<file path="config.mk">
export PLATFORM = sky130hd
export DESIGN_NAME = max7219_spi_arbiter
export DESIGN_NICKNAME = d
export VERILOG_FILES = /design/src/rtl/max7219_spi_arbiter.sv
export SDC_FILE = /design/constraint.sdc
export NUM_CORES = 1
export LEC_CHECK = 0
export CORE_ASPECT_RATIO = 2
export CORE_MARGIN = 2
export CORE_UTILIZATION = 53
export DETAILED_ROUTE_END_ITERATION = 12
export PLACE_DENSITY = 0.86
export SYNTH_ARGS = -nofsm -noshare
export SYNTH_HDL_FRONTEND = slang
export SYNTH_SLANG_ARGS = --single-unit
export TNS_END_PERCENT = 1
</file>
<file path="constraint.sdc">
create_clock -name clk -period 2.2 [get_ports clk]
set_input_delay 0.33 -clock clk [delete_from_list [all_inputs] [get_ports clk]]
set_output_delay 0.33 -clock clk [all_outputs]
set_load 0.01 [all_outputs]
</file>
<file path="src/rtl/max7219_spi_arbiter.sv">
`default_nettype none
// ============================================================================
// Module      : max7219_spi_arbiter
// Description : Two-requester round-robin arbiter that frames 16-bit MAX7219
//               register writes as two byte transfers on a byte-level SPI
//               master. cs_n (LOAD) stays low for the whole frame. A stalled
//               SPI byte aborts the frame with an err pulse.
// Revision    : 1.0 - initial release
// ============================================================================
module max7219_spi_arbiter #(
    parameter int CS_SETUP = 4,
    parameter int CS_HOLD  = 4,
    parameter int GAP      = 8,
    parameter int TIMEOUT  = (1 << 20) - 1
) (
    input  logic        clk,
    input  logic        reset,
    input  logic [1:0]  req,
    input  logic [15:0] word0,
    input  logic [15:0] word1,
    output logic [1:0]  ack,
    output logic        err,
    output logic        grant_id,
    output logic        busy,
    output logic        cs_n,
    output logic [7:0]  spi_data_in,
    output logic        spi_start,
    input  logic        spi_busy,
    input  logic        spi_avail
);

    // One phase counter serves SETUP, HOLD and GAP, so it is sized for the
    // largest of the three; the timeout counter is sized for TIMEOUT alone.
    localparam int c_phase_max = (CS_SETUP > CS_HOLD)
                               ? ((CS_SETUP > GAP) ? CS_SETUP : GAP)
                               : ((CS_HOLD  > GAP) ? CS_HOLD  : GAP);
    localparam int c_pw = $clog2(c_phase_max + 1);
    localparam int c_tw = $clog2(TIMEOUT + 1);

    localparam logic [c_pw-1:0] c_setup_last = c_pw'(CS_SETUP - 1);
    localparam logic [c_pw-1:0] c_hold_last  = c_pw'(CS_HOLD - 1);
    localparam logic [c_pw-1:0] c_gap_last   = c_pw'(GAP - 1);
    localparam logic [c_tw-1:0] c_to_last    = c_tw'(TIMEOUT - 1);

    typedef enum logic [3:0] {
        S_IDLE     = 4'd0,
        S_SETUP    = 4'd1,
        S_START_HI = 4'd2,
        S_WAIT_HI  = 4'd3,
        S_START_LO = 4'd4,
        S_WAIT_LO  = 4'd5,
        S_HOLD     = 4'd6,
        S_DONE     = 4'd7,
        S_GAP      = 4'd8
    } state_t;

    state_t            r_state;
    logic [15:0]       r_frame;
    logic [c_pw-1:0]   r_pcnt;
    logic [c_tw-1:0]   r_tcnt;
    logic              w_pick;

    // Round-robin pick: a lone requester wins; on contention the requester
    // that was not served last wins.
    always_comb begin
        w_pick = req[1];
        if (req == 2'b11) begin
            w_pick = ~grant_id;
        end
    end

    // Frame sequencer with all outputs registered.
    always_ff @(posedge clk) begin
        if (!reset) begin
            r_state     <= S_IDLE;
            r_frame     <= '0;
            r_pcnt      <= '0;
            r_tcnt      <= '0;
            cs_n        <= 1'b1;
            spi_start   <= 1'b0;
            spi_data_in <= '0;
            ack         <= '0;
            err         <= 1'b0;
            busy        <= 1'b0;
            grant_id    <= 1'b1;
        end else begin
            ack <= '0;
            err <= 1'b0;
            case (r_state)
                S_IDLE: begin
                    if (|req) begin
                        grant_id <= w_pick;
                        r_frame  <= w_pick ? word1 : word0;
                        r_pcnt   <= '0;
                        cs_n     <= 1'b0;
                        busy     <= 1'b1;
                        r_state  <= S_SETUP;
                    end
                end
                S_SETUP: begin
                    if (r_pcnt == c_setup_last) begin
                        r_pcnt  <= '0;
                        r_state <= S_START_HI;
                    end else begin
                        r_pcnt <= r_pcnt + 1'b1;
                    end
                end
                S_START_HI, S_START_LO: begin
                    // Byte is presented with the start request and held
                    // until the master reports it done.
                    spi_data_in <= (r_state == S_START_HI) ? r_frame[15:8] : r_frame[7:0];
                    if (!spi_busy) begin
                        spi_start <= 1'b1;
                        r_tcnt    <= '0;
                        r_state   <= (r_state == S_START_HI) ? S_WAIT_HI : S_WAIT_LO;
                    end
                end
                S_WAIT_HI, S_WAIT_LO: begin
                    if (spi_busy || spi_avail) begin
                        spi_start <= 1'b0;
                    end
                    if (spi_avail) begin
                        r_pcnt  <= '0;
                        r_state <= (r_state == S_WAIT_HI) ? S_START_LO : S_HOLD;
                    end else if (r_tcnt == c_to_last) begin
                        // Master never answered: abandon the frame, the
                        // request stays pending and competes again later.
                        spi_start <= 1'b0;
                        cs_n      <= 1'b1;
                        err       <= 1'b1;
                        r_pcnt    <= '0;
                        r_state   <= S_GAP;
                    end else begin
                        r_tcnt <= r_tcnt + 1'b1;
                    end
                end
                S_HOLD: begin
                    if (r_pcnt == c_hold_last) begin
                        cs_n    <= 1'b1;
                        ack     <= grant_id ? 2'b10 : 2'b01;
                        r_state <= S_DONE;
                    end else begin
                        r_pcnt <= r_pcnt + 1'b1;
                    end
                end
                S_DONE: begin
                    r_pcnt  <= '0;
                    r_state <= S_GAP;
                end
                S_GAP: begin
                    if (r_pcnt == c_gap_last) begin
                        r_pcnt  <= '0;
                        busy    <= 1'b0;
                        r_state <= S_IDLE;
                    end else begin
                        r_pcnt <= r_pcnt + 1'b1;
                    end
                end
                default: begin
                    r_state <= S_IDLE;
                end
            endcase
        end
    end

endmodule
`default_nettype wire

</file>
==> results.tsv <==
metric	value	unit
status	completed	
layout.cells.non_filler	478	
syn_inst	353	
placement.io_buffers	52	
clock_tree.root_cell	sky130_fd_sc_hd__clkbuf_8	
initial_core_util	0.551	
insertion_delay	0.34	ns
timing.setup.critical_path_class	register to register	
yosys_warnings	0	
drt.antenna.violating_nets	0	
skew	0.00690	ns
die_h	111	um
hold_violations	0	
htree_num_levels	3	
yosys.cell_types.count	50	
avgViaCountPerCell	6.07	
max_cap_viol_count	0	
maximum_number_of_pins_on_one_net_before_global_route_repair	34	
worst_slew_pin_slew	0.629	ns
globalRoute.totalOverflow	0	
fmax	480	MHz
postRouteWirelength	7390	um
fp-row-count	38	
path_clk_slew	0.06	ns
postSynthRegisterBits	59	
p_per_area	942	mW/mm^2
via_total_after_detailed_routing	2900	
synth.net_count	394	
die-width	57.3	um
grt_use_total	0.253	
flow.area_growth_from_synthesis	28.6	%
post-dp-hpwl	5440	um
critPathMaxFanout	4	
final_net_count	455	
io-pin-count	53	
final.setup.worst_slack	0.115	ns
detail_route.iter0.violations	104	
fraction_of_the_yosys_area_taken_by_sequential_cells	0.392	
max_slew_margin	0.578	
numCtsBuffers	9	
maxSlewViolCount	0	
rsz0062_at_grt	false	
post-route-drc-count	0	
worst_setup_path_start_kind	register	
worst_endpoint_data_arrival_time	2.29	ns
final.setup.tns	0	ns
core_area	0.00547	sq mm
placement.setup.worst_slack	0.0305	ns
antenna_cell_count	0	
synthFlopType	sky130_fd_sc_hd__dfxtp_1	
totalPowerFinal	3650	uW
wirelength_per_cell	15.5	um
cts.sink_count	59	
synth-edff-count	0	
post-route-period-util	0.948	
syn-cell-area	0.00301	sq mm
total_die_area	0.00634	sq mm
antenna_found_initial	0	
vdd_drop_max	0.696	mV
finalSetupViolCount	0	
syn_area_per_cell	8.53	sq um
worstSetupEndpointType	register	
layout_cell_share_with_drive_strength_beyond_1	0.0933	
holdCritPathClass	register to register	
tritoncts	yes	
drt_pre_antenna_iters	4	
first_global_vias	2852	
grt_pass1_wl	12600	um
final_critical_period	2.08	ns
synth-async-reset-ratio	0	
final_util	0.708	
cts_max_path_buffers	2	
gp_routability_congestion	0.866	
numPlacedInstances	463	
cts_hold_repair.buffers	0	
crit_required	2.41	ns
total_leakage_power	0.00162	uW
[state kept, by name, indices dropped and copies added, names as in the netlist]
name         count
grant_id         1
r_pcnt           4
spi_data_in      8
spi_start        1
busy             1
cs_n             1
r_frame         16
r_tcnt          20
ack              2
err              1
r_state          4
[final timing paths]
kind,from,endpoint,slack [ns],depth (start not counted)
setup / recovery,r_pcnt[0],r_pcnt[2],0.12,6
hold / removal,r_tcnt[19],r_tcnt[19],0.48,2
setup reg to reg,r_pcnt[0],r_pcnt[2],0.12,6
hold reg to reg,r_tcnt[19],r_tcnt[19],0.48,2
[per-layer routing]
metal / part of all wire / global-route usage
met4: 0.052 / 0.174
met1: 0.36 / 0.247
met3: 0.049 / 0.0609
met5: 0 / 0
met2: 0.54 / 0.446
[power breakdown]
group | leakage, uW | internal, uW | switching, uW
registers | 0.000482 | 1270 | 146
clock network | 0.0000995 | 577 | 404
logic | 0.00104 | 589 | 662
[repair_timing]
action | 4_1_cts | 5_1_grt
endpoints found under the setup margin | 0 | 8
gates resized for setup | 0 | 4
buffers inserted | 0 | 0
[final cells by class]
| cell class | count | area (sq um) |
|---|---|---|
| clock inverter | 2 | 35.0 |
| inverter | 8 | 30.0 |
| sequential | 59 | 1180 |
| timing repair buffer | 69 | 661 |
| tap | 60 | 75.1 |
| fill | 445 | 1590 |
| multi-input combinational | 267 | 1730 |
| clock buffer | 13 | 159 |
[critical path, stage by stage, from the launching register on]
cell and delay, ns:
sky130_fd_sc_hd__dfxtp_1 0.38, sky130_fd_sc_hd__ha_2 0.21, sky130_fd_sc_hd__or3b_2 0.49, sky130_fd_sc_hd__and2_1 0.20, sky130_fd_sc_hd__o31a_1 0.28, sky130_fd_sc_hd__o311ai_1 0.27, sky130_fd_sc_hd__o31ai_1 0.12
[cells in the final DEF (no fill, tap or decap), types with 4 or more instances in the layout]
cell type,instances
sky130_fd_sc_hd__nor3_1,4
sky130_fd_sc_hd__nor2_1,25
sky130_fd_sc_hd__clkbuf_8,11
sky130_fd_sc_hd__a21oi_1,18
sky130_fd_sc_hd__buf_4,16
sky130_fd_sc_hd__a211oi_1,5
sky130_fd_sc_hd__inv_1,8
sky130_fd_sc_hd__mux2i_1,28
sky130_fd_sc_hd__nand3_1,12
sky130_fd_sc_hd__nand4_1,7
sky130_fd_sc_hd__and3_1,5
sky130_fd_sc_hd__o211a_1,22
sky130_fd_sc_hd__or3_1,12
sky130_fd_sc_hd__and2_1,4
sky130_fd_sc_hd__clkdlybuf4s50_1,52
sky130_fd_sc_hd__o31ai_1,4
sky130_fd_sc_hd__o21ai_0,22
sky130_fd_sc_hd__nand2_1,48
sky130_fd_sc_hd__dfxtp_1,59
[cell usage after synthesis (all sizes together) (2+ instances only)]
cell / number / area (sq um)
dfxtp: 59 / 1180
nand2: 48 / 180
mux2i: 28 / 280
nor2: 26 / 100
o21ai: 23 / 115
o211a: 22 / 220
a21oi: 19 / 98.9
clkbuf: 13 / 48.8
nand3: 12 / 60.1
or3: 12 / 75.1
inv: 8 / 30.0
nand4: 7 / 43.8
a211oi: 6 / 50.1
buf: 6 / 32.5
and3: 5 / 31.3
o31ai: 5 / 37.5
and2: 4 / 25.0
nor3: 4 / 20.0
nor4: 4 / 25.0
ha: 3 / 37.5
nand2b: 3 / 18.8
nand3b: 3 / 22.5
nor3b: 3 / 27.5
o311ai: 3 / 26.3
xnor2: 3 / 26.3
and4: 2 / 17.5
nor2b: 2 / 12.5
nor4b: 2 / 17.5
o31a: 2 / 17.5
or4: 2 / 15.0
xor2: 2 / 25.0
[per-stage QoR]
step,hold slack [ns],instance area [sq um]
after detailed placement,0.470,3670
final,0.479,3870
after global placement,0.461,3670
after global routing,0.490,3870
after CTS,0.479,3860
after floorplan,0.452,3010
[kinds of logic (layout without fill, tap and decap cells)]
family,after synthesis,after routing,share of synthesized area
AO/OA/AOI/OAI,90,90,0.214
flip-flops,59,59,0.392
buffers and inverters,27,92,0.0370
AND/OR/NAND/NOR,141,141,0.235
XOR/XNOR,5,5,0.0170
multiplexers,28,28,0.0931
adder cells (fa/ha/maj),3,3,0.0125
(Power assumes the default switching activity.)
